<file path="src/rtl/pipe_rr_arbiter.sv">
// Round-robin arbiter with burst locking, feeding a 2-slot output buffer.
// Each buffered token carries its data, last flag and source index together.
module pipe_rr_arbiter #(
  parameter string Name      = "",
  parameter int    Width     = 8,
  parameter int    NumInputs = 4,
  localparam int   SelW      = (NumInputs > 1) ? $clog2(NumInputs) : 1
) (
  input  logic                       clk,
  input  logic                       resetn,
  input  logic [NumInputs*Width-1:0] in_data,
  input  logic [NumInputs-1:0]       in_last,
  input  logic [NumInputs-1:0]       in_valid,
  output logic [NumInputs-1:0]       in_bp,
  output logic [Width-1:0]           out_data,
  output logic                       out_last,
  output logic [SelW-1:0]            out_sel,
  output logic                       out_valid,
  input  logic                       out_bp
);

  if (NumInputs < 2 || NumInputs > 8 || Width < 1) begin : g_param_check
    $error("pipe_rr_arbiter %s: unsupported parameters", Name);
  end

  // Handshake: a token moves on a rising edge where its valid is 1 and its bp is 0.
  // Valid never depends on bp; bp may depend on valid.

  typedef enum logic {
    ST_IDLE,
    ST_LOCKED
  } state_t;

  state_t            state_q, state_d;
  logic [SelW-1:0]   lock_q, lock_d;
  logic [SelW-1:0]   ptr_q, ptr_d;

  logic              s1_valid, s2_valid;
  logic [Width-1:0]  s1_data, s2_data;
  logic              s1_last, s2_last;
  logic [SelW-1:0]   s1_sel, s2_sel;

  logic [1:0]        count;
  logic              accept;
  logic              pop;
  logic              xfer;
  logic              gnt_valid;
  logic [SelW-1:0]   gnt_idx;
  logic [SelW-1:0]   idx_s;
  logic [Width-1:0]  gnt_data;
  logic              gnt_last;

  assign count  = {1'b0, s1_valid} + {1'b0, s2_valid};
  assign accept = (count < 2'd2);
  assign pop    = s1_valid && !out_bp;
  assign xfer   = resetn && accept && gnt_valid;

  // Lowest rotated offset from ptr wins, hence the descending scan.
  always_comb begin
    gnt_valid = 1'b0;
    gnt_idx   = '0;
    idx_s     = '0;
    if (state_q == ST_LOCKED) begin
      gnt_valid = in_valid[lock_q];
      gnt_idx   = lock_q;
    end else begin
      for (int k = NumInputs - 1; k >= 0; k--) begin
        idx_s = SelW'((int'(ptr_q) + k) % NumInputs);
        if (in_valid[idx_s]) begin
          gnt_valid = 1'b1;
          gnt_idx   = idx_s;
        end
      end
    end
  end

  always_comb begin
    gnt_data = '0;
    gnt_last = 1'b0;
    for (int i = 0; i < NumInputs; i++) begin
      if (gnt_idx == SelW'(i)) begin
        gnt_data = in_data[i*Width +: Width];
        gnt_last = in_last[i];
      end
    end
  end

  always_comb begin
    in_bp = '1;
    if (xfer) in_bp[gnt_idx] = 1'b0;
  end

  always_comb begin
    state_d = state_q;
    lock_d  = lock_q;
    ptr_d   = ptr_q;
    if (xfer) begin
      ptr_d = (gnt_idx == SelW'(NumInputs - 1)) ? '0 : gnt_idx + SelW'(1);
      if (state_q == ST_IDLE && !gnt_last) begin
        state_d = ST_LOCKED;
        lock_d  = gnt_idx;
      end else if (state_q == ST_LOCKED && gnt_last) begin
        state_d = ST_IDLE;
      end
    end
  end

  always_ff @(posedge clk) begin
    if (!resetn) begin
      state_q <= ST_IDLE;
      lock_q  <= '0;
      ptr_q   <= '0;
    end else begin
      state_q <= state_d;
      lock_q  <= lock_d;
      ptr_q   <= ptr_d;
    end
  end

  // Slot 2 is only ever occupied behind an occupied slot 1, so a push with a
  // simultaneous pop can only happen at count 1 and always lands in slot 1.
  always_ff @(posedge clk) begin
    if (!resetn) begin
      s1_valid <= 1'b0;
      s2_valid <= 1'b0;
    end else if (xfer && pop) begin
      s1_data <= gnt_data;
      s1_last <= gnt_last;
      s1_sel  <= gnt_idx;
    end else if (pop) begin
      s1_valid <= s2_valid;
      s1_data  <= s2_data;
      s1_last  <= s2_last;
      s1_sel   <= s2_sel;
      s2_valid <= 1'b0;
    end else if (xfer) begin
      if (!s1_valid) begin
        s1_valid <= 1'b1;
        s1_data  <= gnt_data;
        s1_last  <= gnt_last;
        s1_sel   <= gnt_idx;
      end else begin
        s2_valid <= 1'b1;
        s2_data  <= gnt_data;
        s2_last  <= gnt_last;
        s2_sel   <= gnt_idx;
      end
    end
  end

  assign out_valid = s1_valid;
  assign out_data  = s1_data;
  assign out_last  = s1_last;
  assign out_sel   = s1_sel;

endmodule
</file>
<file path="config.mk">
export PLATFORM = sky130hd
export DESIGN_NAME = pipe_rr_arbiter
export DESIGN_NICKNAME = d
export VERILOG_FILES = /design/src/rtl/pipe_rr_arbiter.sv
export SDC_FILE = /design/constraint.sdc
export NUM_CORES = 1
export LEC_CHECK = 0
export CAP_MARGIN = 20
export CORE_ASPECT_RATIO = 0.5
export CORE_MARGIN = 2
export CORE_UTILIZATION = 40
export DETAILED_ROUTE_END_ITERATION = 6
export PLACE_DENSITY = 0.73
export SETUP_SLACK_MARGIN = 0.05
export SYNTH_ARGS = -nofsm -noshare
export SYNTH_HDL_FRONTEND = slang
export SYNTH_SLANG_ARGS = --single-unit
</file>
<file path="constraint.sdc">
create_clock -name clk -period 7.8 [get_ports clk]
set_input_delay 1.56 -clock clk [delete_from_list [all_inputs] [get_ports clk]]
set_output_delay 1.56 -clock clk [all_outputs]
set_load 0.02 [all_outputs]
</file>
Word level (Yosys, flattened, before mapping)
Index checks and enable logic that the tools add are counted.
- word-level logic and storage cells: 103
- bits in registers: 29
- eq/ne operators: 4
- reductions and logical operators: 20
- add/subtract/negate cells: 5
- bitwise operators: 4
- $lt $le $gt $ge: 8
- mux-type cells: 51
- operators with widths (operator ; count):
    8-bit two-way mux ; 8
    1-bit two-way mux ; 26
    2-bit two-way mux ; 10
    2-bit by 3-bit < comparator with 1-bit output (second input constant) ; 6
    1-bit binary-select mux with 2-bit select ; 5
    1-bit logical AND ; 7
    2-bit AND reduction ; 3
    3-bit AND reduction ; 2
    2-bit nonzero test ; 3
    5-bit AND reduction ; 1
    2-bit by 1-bit adder with 2-bit output (second input constant) ; 2
    2-bit adder (second input constant) ; 2
    2-bit == test (second input constant) ; 2
    4-bit two-way mux ; 1
    4-bit NOT ; 1
    3-bit by 1-bit inequality test with 1-bit output (second input constant) ; 1
    1-bit NOT ; 3
    3-bit nonzero test ; 1
    1-bit by 1-bit adder with 2-bit output ; 1
    1-bit demux with 2-bit select ; 1
    2-bit by 1-bit == test with 1-bit output (second input constant) ; 1
    2-bit by 1-bit >= comparator with 1-bit output (second input constant) ; 1
    1-bit zero test ; 2
    2-bit zero test ; 1
    2-bit < comparator (second input constant) ; 1

Logic depth before layout (Yosys ltp)
Gate-level depths: netlist of run 1.
- depth after elaboration: 17
- depth in mapped cells: 16
- gate-level depth less buffers: 14

Worst setup path before layout of run 1
No wires, ideal clock.
- path kind: input to output
- from: input in_valid[0]
- to: output in_bp[3]
- slack: 3.022 ns
- path buffers: 3
- stages on the path: 10
- arrival time: 3.218 ns
- cell sequence: clkbuf_2 -> inv_1 -> o21ai_0 -> o22ai_1 -> a221oi_2 -> inv_1 -> ha_1 -> clkbuf_1 -> buf_1 -> nand2_1
- cells in the longest elaborated chain, start to end: 13
- elaborated cells on any way between the ends: 28
- RTL lines (what ; line ; RTL):
    start, declared ; 13 ; input logic [NumInputs-1:0] in_valid,
    1-bit binary-select mux with 2-bit select ; 69 ; if (in_valid[idx_s]) begin
    1-bit two-way mux (not written as such) ; 69 ;
    2-bit two-way mux (3 in a row) ; 69 ;
    2-bit two-way mux * ; 69 ;
    2-bit two-way mux * ; 63 ; if (state_q == ST_LOCKED) begin
    named net gnt_idx[0] ; 48 ; logic [SelW-1:0] gnt_idx;
    2-bit by 3-bit < comparator with 1-bit output (not written as such) or 2-bit by 1-bit >= comparator with 1-bit output (tied branches) ; 90 ; if (xfer) in_bp[gnt_idx] = 1'b0;
    1-bit logical AND (not written as such) ; 90 ;
    1-bit two-way mux (not written as such) ; 90 ;
    1-bit demux with 2-bit select * ; 90 ;
    4-bit NOT (no line) * ; n/a ;
    4-bit two-way mux * ; 90 ;
    end, declared ; 14 ; output logic [NumInputs-1:0] in_bp,
Mark *: on every way through the listed nets, which the timed path passes. The rest lies on a longest branch. The select of a mux whose other input is x is not followed.

Worst setup path after layout of run 1
Same ends and word-level chain as after synthesis.

==> impl_metrics.tcl, run 1 <==
set metrics [dict create \
    hold_viol 0 \
    synth_area_leader_cell "edfxtp_1" \
    r2r_start "ptr_q[1]" \
    crit_required_ns 6.24 \
    placed_cells 265 \
    slew_headroom_pct 35.1 \
    synth_seq_cells 29 \
    drive_above_1_share_pct 10.5 \
    met3WireLength_um 145 \
    setup_tns_ns 0 \
    die_w_um 96.3 \
    finish.net_count 269 \
    initial_core_util_pct 42.6 \
    slew_viol_final 0 \
    fin_util_pct 59.4 \
    cts_buffers 5 \
    drt_iter0_markers 49 \
    power.switching_mw 0.244 \
    synth_edf_count 22 \
    coreArea_sq_um 4000 \
    clkPwrFrac_pct 17.3 \
    rsz0062_at_grt "no" \
    topRoutingLayerUsed "met4" \
    avgRoutedWirePerCell_um 14.0 \
    die_y_um 50.2 \
    p_int_mw 0.438 \
    maxCapViolations 0 \
    ys_seq_area_share_pct 47.0 \
    async_flop_share_pct 0 \
    tritoncts "done" \
    gp_congestion 0.851 \
    synth.most_common_cell "nand2_1" \
    cts_hold_buf 0 \
    postSynthAreaPerCell_sq_um 10.3 \
    grt_pass1_wl_um 5890 \
    path_max_fanout 19 \
    remaining_drc_errors 0 \
    worst-r2r-cell-count 14 \
    syn_inst 165 \
    viasPerCell 5.17 \
    min_period_ns 5.81 \
    netlist_top_cells_count "nand2_1, edfxtp_1, nor2b_1, inv_1, mux2_2" \
    fin_ws_ns 1.99 \
    cts_max_level 2 \
    drt_first_pass_iters 5 \
    p_leak_nw 0.861 \
    drt_wl_total_um 3840 \
    worstSetupStartpoint "in_valid[0]" \
    startpoint_type "input port" \
    max_clock_freq_ghz 0.172 \
    wl_met2_um 1970 \
    r2r_slack_ns 4.19 \
    area_growth_syn_to_layout_pct 39.4 \
    worstSetupPathType "input port to output pin" \
    io_pins 59 \
    pre_cts_slack_ns 1.97 \
    antenna_found_initial 0 \
    grt_pass1_vias 1302 \
    grt_usage_pct 16.3 \
    outcome "complete, no violations" \
    fill_cells 331 \
    ant_nets 0 \
    yosysUniqueCellTypes 39 \
    dieArea_sq_um 4830 \
    syn_nets 215 \
    dpl.hpwl_um 2850 \
    antenna_cells 0 \
    yosys_warnings 0 \
    period_share_pct 74.5 \
    gr-total-overflow 0 \
    fin_skew_ns 0.00748 \
    io_buffers 58 \
    fp-row-count 16 \
    setup.worst_path.end "in_bp[3]" \
    instances_no_fill 274 \
    ir_worst_vdd_uv 108 \
    min-delay-path-class "register to register" \
    wl_met1_um 1670 \
    cts_root_buffer "clkbuf_8" \
    clkSlewWorstSetupHoldPaths_ns 0.06 \
    regToRegEndpoint "state_q" \
    p_sw_share_pct 35.7 \
    vias 1416 \
    combPwrFrac_pct 47.1 \
    powerDensity_nw_per_um2 287 \
    synth_ff_type "edfxtp_1" \
    insertion_delay_ns 0.28 \
    setup_viol 0 \
    seq_power_share_pct 35.6 \
    synth_top_area_share_pct 38.7 \
    clockBufferDepth 2 \
    synthTopCellsByArea "edfxtp_1, dfxtp_1, mux2_2" \
    worstPathArrival_ns 4.25 \
    ctsResizeCount 0 \
    post_cts_buffers 0 \
    syn-cell-area_sq_um 1710 \
    end_kind "output pin" \
    grt_start_max_net_pins 20 \
    worst_pin_slew_ns 0.970 \
    clock_sinks 29 \
]
routing by layer:
layer / vias up / GRT usage (%)
li1: 712 / -
met1: 668 / 19.5
met2: 30 / 27.7
met3: 6 / 5.26
met4: 0 / 5.87
met5: - / 0
worst max-delay path: stages:
cell             delay [ns]
clkdlybuf4s50_1        0.59
inv_1                  0.06
o21ai_0                0.14
o22ai_1                0.11
a221oi_2               0.40
inv_1                  0.17
ha_1                   0.47
nand2_1                0.13
clkdlybuf4s50_1        0.61
placed cells by master (no fill, tap or decap), types with 7 or more instances in the layout:
| master | instances |
|---|---|
| mux2_2 | 10 |
| ha_1 | 7 |
| nor2b_1 | 13 |
| nand2_1 | 26 |
| inv_1 | 11 |
| edfxtp_1 | 22 |
| a221oi_1 | 9 |
| dfxtp_1 | 7 |
| o31ai_1 | 8 |
| clkdlybuf4s50_1 | 58 |
worst min-delay path by stage:
stage / from / to / slack (ns) / depth (start not counted)
after global routing: lock_q[1] / lock_q[1] / 0.54 / 2
final: s2_valid / out_valid / 0.49 / 2
after floorplan: s2_valid / out_valid / 0.45 / 2
after detailed placement: s2_valid / out_valid / 0.48 / 2
after CTS: s2_valid / out_valid / 0.49 / 2
after global placement: s2_valid / out_valid / 0.47 / 2
power groups by stage:
| stage | clock, mW | sequential, mW | combinational [mW] |
|---|---|---|---|
| finish | 0.118 | 0.243 | 0.321 |
| global route | 0.126 | 0.247 | 0.352 |
| CTS | 0.119 | 0.243 | 0.321 |
| detailed placement | 0 | 0.246 | 0.318 |
| global placement | 0 | 0.245 | 0.310 |
| floorplan | 0 | 0.256 | 0.213 |
flip-flops by register name, indices dropped and copies added (netlist names), 2 cells and up:
signal / cells
lock_q: 2
out_data: 8
out_sel: 2
ptr_q: 2
s2_data: 8
s2_sel: 2
layout make-up:
type | instances | area, sq um | area share [%]
well taps | 54 | 67.6 | 2.84
flip-flops and latches | 29 | 801 | 33.7
clock inverters | 2 | 10.0 | 0.421
clock buffers | 6 | 72.6 | 3.05
inverters | 11 | 41.3 | 1.74
multi-input cells | 113 | 797 | 33.5
repair buffers | 59 | 588 | 24.7
metrics by stage:
step | instance area (sq um) | hold slack (ns) | total power, mW
after floorplan | 1710 | 0.453 | 0.469
after global placement | 2290 | 0.467 | 0.555
after detailed placement | 2290 | 0.479 | 0.564
after CTS | 2370 | 0.489 | 0.683
after global routing | 2380 | 0.535 | 0.726
final | 2380 | 0.487 | 0.682
cells by family (layout without fill, tap and decap cells):
family          after synthesis  after routing  share of synthesized area (%)
fa+ha+maj                     7              7                           5.14
simple gates                 52             52                           15.4
flops                        29             29                           47.0
mux                          14             14                           8.95
buf+inv                      23             78                           6.31
compound gates               40             40                           17.2
No activity file was read; power rests on OpenSTA's default activity.
==> run 2, diff against run 1 <==
==> constraint.sdc (replaced) <==
create_clock -name clk -period 5.81 [get_ports clk]
set_input_delay 1.162 -clock clk [delete_from_list [all_inputs] [get_ports clk]]
set_output_delay 1.162 -clock clk [all_outputs]
set_load 0.02 [all_outputs]
==> run 2 against run 1 <==
Setup slack worse by 1.2 ns. Sequential share of layout area down 0.32 points. Non-clock buffer count up 2. Largest power group unchanged. Global-route usage increased by 1.1 points. Die area is the same.
==> impl_metrics.tcl, run 2 (same netlist as run 1, synthesis figures left out) <==
set metrics [dict create \
    dpl.hpwl_um 2950 \
    setup_tns_ns 0 \
    grt_usage_pct 17.5 \
    initial_core_util_pct 42.6 \
    die_y_um 50.2 \
    powerDensity_nw_per_um2 392 \
    end_kind "output pin" \
    clock_sinks 29 \
    io_buffers 58 \
    ctsResizeCount 0 \
    setup_viol 0 \
    avgRoutedWirePerCell_um 14.6 \
    path_max_fanout 19 \
    combPwrFrac_pct 47.1 \
    clkSlewWorstSetupHoldPaths_ns 0.06 \
    min-delay-path-class "register to register" \
    min_period_ns 5.06 \
    cts_root_buffer "clkbuf_8" \
    min_from "s2_valid" \
    worst_pin_slew_ns 0.652 \
    drive_above_1_share_pct 10.8 \
    p_leak_nw 0.872 \
    grt_pass1_wl_um 6170 \
    finish.net_count 271 \
    max_clock_freq_ghz 0.198 \
    insertion_delay_ns 0.28 \
    power.switching_mw 0.333 \
    area_growth_syn_to_layout_pct 40.7 \
    viasPerCell 5.13 \
    cts_max_level 2 \
    antenna_found_initial 0 \
    remaining_drc_errors 0 \
    clkPwrFrac_pct 18.1 \
    gp_congestion 0.848 \
    period_share_pct 87.1 \
    fp-row-count 16 \
    antenna_cells 0 \
    worstSetupPathType "input port to output pin" \
    vias 1416 \
    post_cts_buffers 0 \
    hold_viol 0 \
    ant_nets 0 \
    coreArea_sq_um 4000 \
    layout_common_cells "clkdlybuf4s50_1, nand2_1, edfxtp_1, nor2b_1, inv_1" \
    grt_pass1_vias 1379 \
    tritoncts "done" \
    ir_worst_vdd_uv 128 \
    drt_wl_total_um 4040 \
    hold_ws_ns 0.496 \
    fill_cells 347 \
    seq_power_share_pct 34.7 \
    cts_buffers 5 \
    maxCapViolations 0 \
    multiInputGateArea_sq_um 797 \
    outcome "complete, no violations" \
    io_pins 59 \
    slowest_stage "clkdlybuf4s50_1" \
    p_sw_share_pct 35.3 \
    gr-total-overflow 0 \
    slew_viol_final 0 \
    cpPeakStageDelay_ns 0.61 \
    grt_start_max_net_pins 20 \
    worstPathArrival_ns 3.90 \
    drt_iter0_markers 33 \
    cts_hold_buf 0 \
    final_common_cell "clkdlybuf4s50_1" \
    worstSetupStartpoint "in_valid[0]" \
    fin_skew_ns 0.00367 \
    startpoint_type "input port" \
    rsz0062_at_grt "no" \
    dieArea_sq_um 4830 \
    path_cells "clkdlybuf4s50_1, inv_1, o21ai_0, o22ai_1, a221oi_2, inv_1, ha_1, nand2_1, clkdlybuf4s50_1" \
    die_w_um 96.3 \
    r2r_start "ptr_q[1]" \
    p_int_mw 0.609 \
    drt_first_pass_iters 4 \
    clockBufferDepth 2 \
    register_area_sq_um 801 \
    slew_headroom_pct 56.5 \
    crit_required_ns 4.65 \
]
==> run 2: cell count changes in the layout (fill, tap and decap cells not counted) <==
cell	previous run	this run
buf_4	1	3
clkinv_2	2	0
clkbuf_1	1	2
clkbuf_8	5	6
==> run 2: path summary, 6_finish.rpt <==
| check | endpoint | slack (ns) | cells past startpoint |
|---|---|---|---|
| max | in_bp[3] | 0.75 | 9 |
| min reg2reg | out_valid | 0.50 | 2 |
| min | out_valid | 0.50 | 2 |
| max reg2reg | state_q | 2.59 | 14 |
==> run 2: cell type report <==
| type | count | share of cell area, % |
|---|---|---|
| inverter | 11 | 1.72 |
| clock buffer | 8 | 3.75 |
| timing repair buffer | 61 | 25.1 |
| sequential | 29 | 33.4 |
| multi-input combinational | 113 | 33.2 |
| tap | 54 | 2.82 |
==> run 2: power by group through the flow <==
stage / logic [mW] / registers [mW] / clock network, mW
finish: 0.443 / 0.327 / 0.171
global route: 0.485 / 0.332 / 0.182
CTS: 0.441 / 0.327 / 0.174
detailed placement: 0.439 / 0.331 / 0
global placement: 0.424 / 0.329 / 0
floorplan: 0.286 / 0.344 / 0
==> run 2: per-layer routing <==
layer  vias to the layer above  routed length, um  global-route usage, %
met5                         -                  0                      0
met4                         0                 86                   8.69
met3                         9                141                   5.26
met2                        23               2040                   31.4
met1                       671               1770                   18.7
li1                        713                  -                      -
==> run 2: metrics by stage <==
stage	setup WS, ns	power, mW	util (%)	cell area [sq um]	std cells
after floorplan	1.83	0.630	-	1710	165
after global placement	0.887	0.753	57.3	2290	266
after detailed placement	0.724	0.770	57.3	2290	266
after CTS	0.727	0.943	59.6	2380	274
after global routing	0.415	0.999	59.9	2400	276
final	0.751	0.941	59.9	2400	276
==> run 2: critical path, delay by kind of cell <==
family | cells | cell delay (ns)
simple gates | 1 | 0.13
compound gates | 3 | 0.70
buf+inv | 4 | 1.43
fa+ha+maj | 1 | 0.46
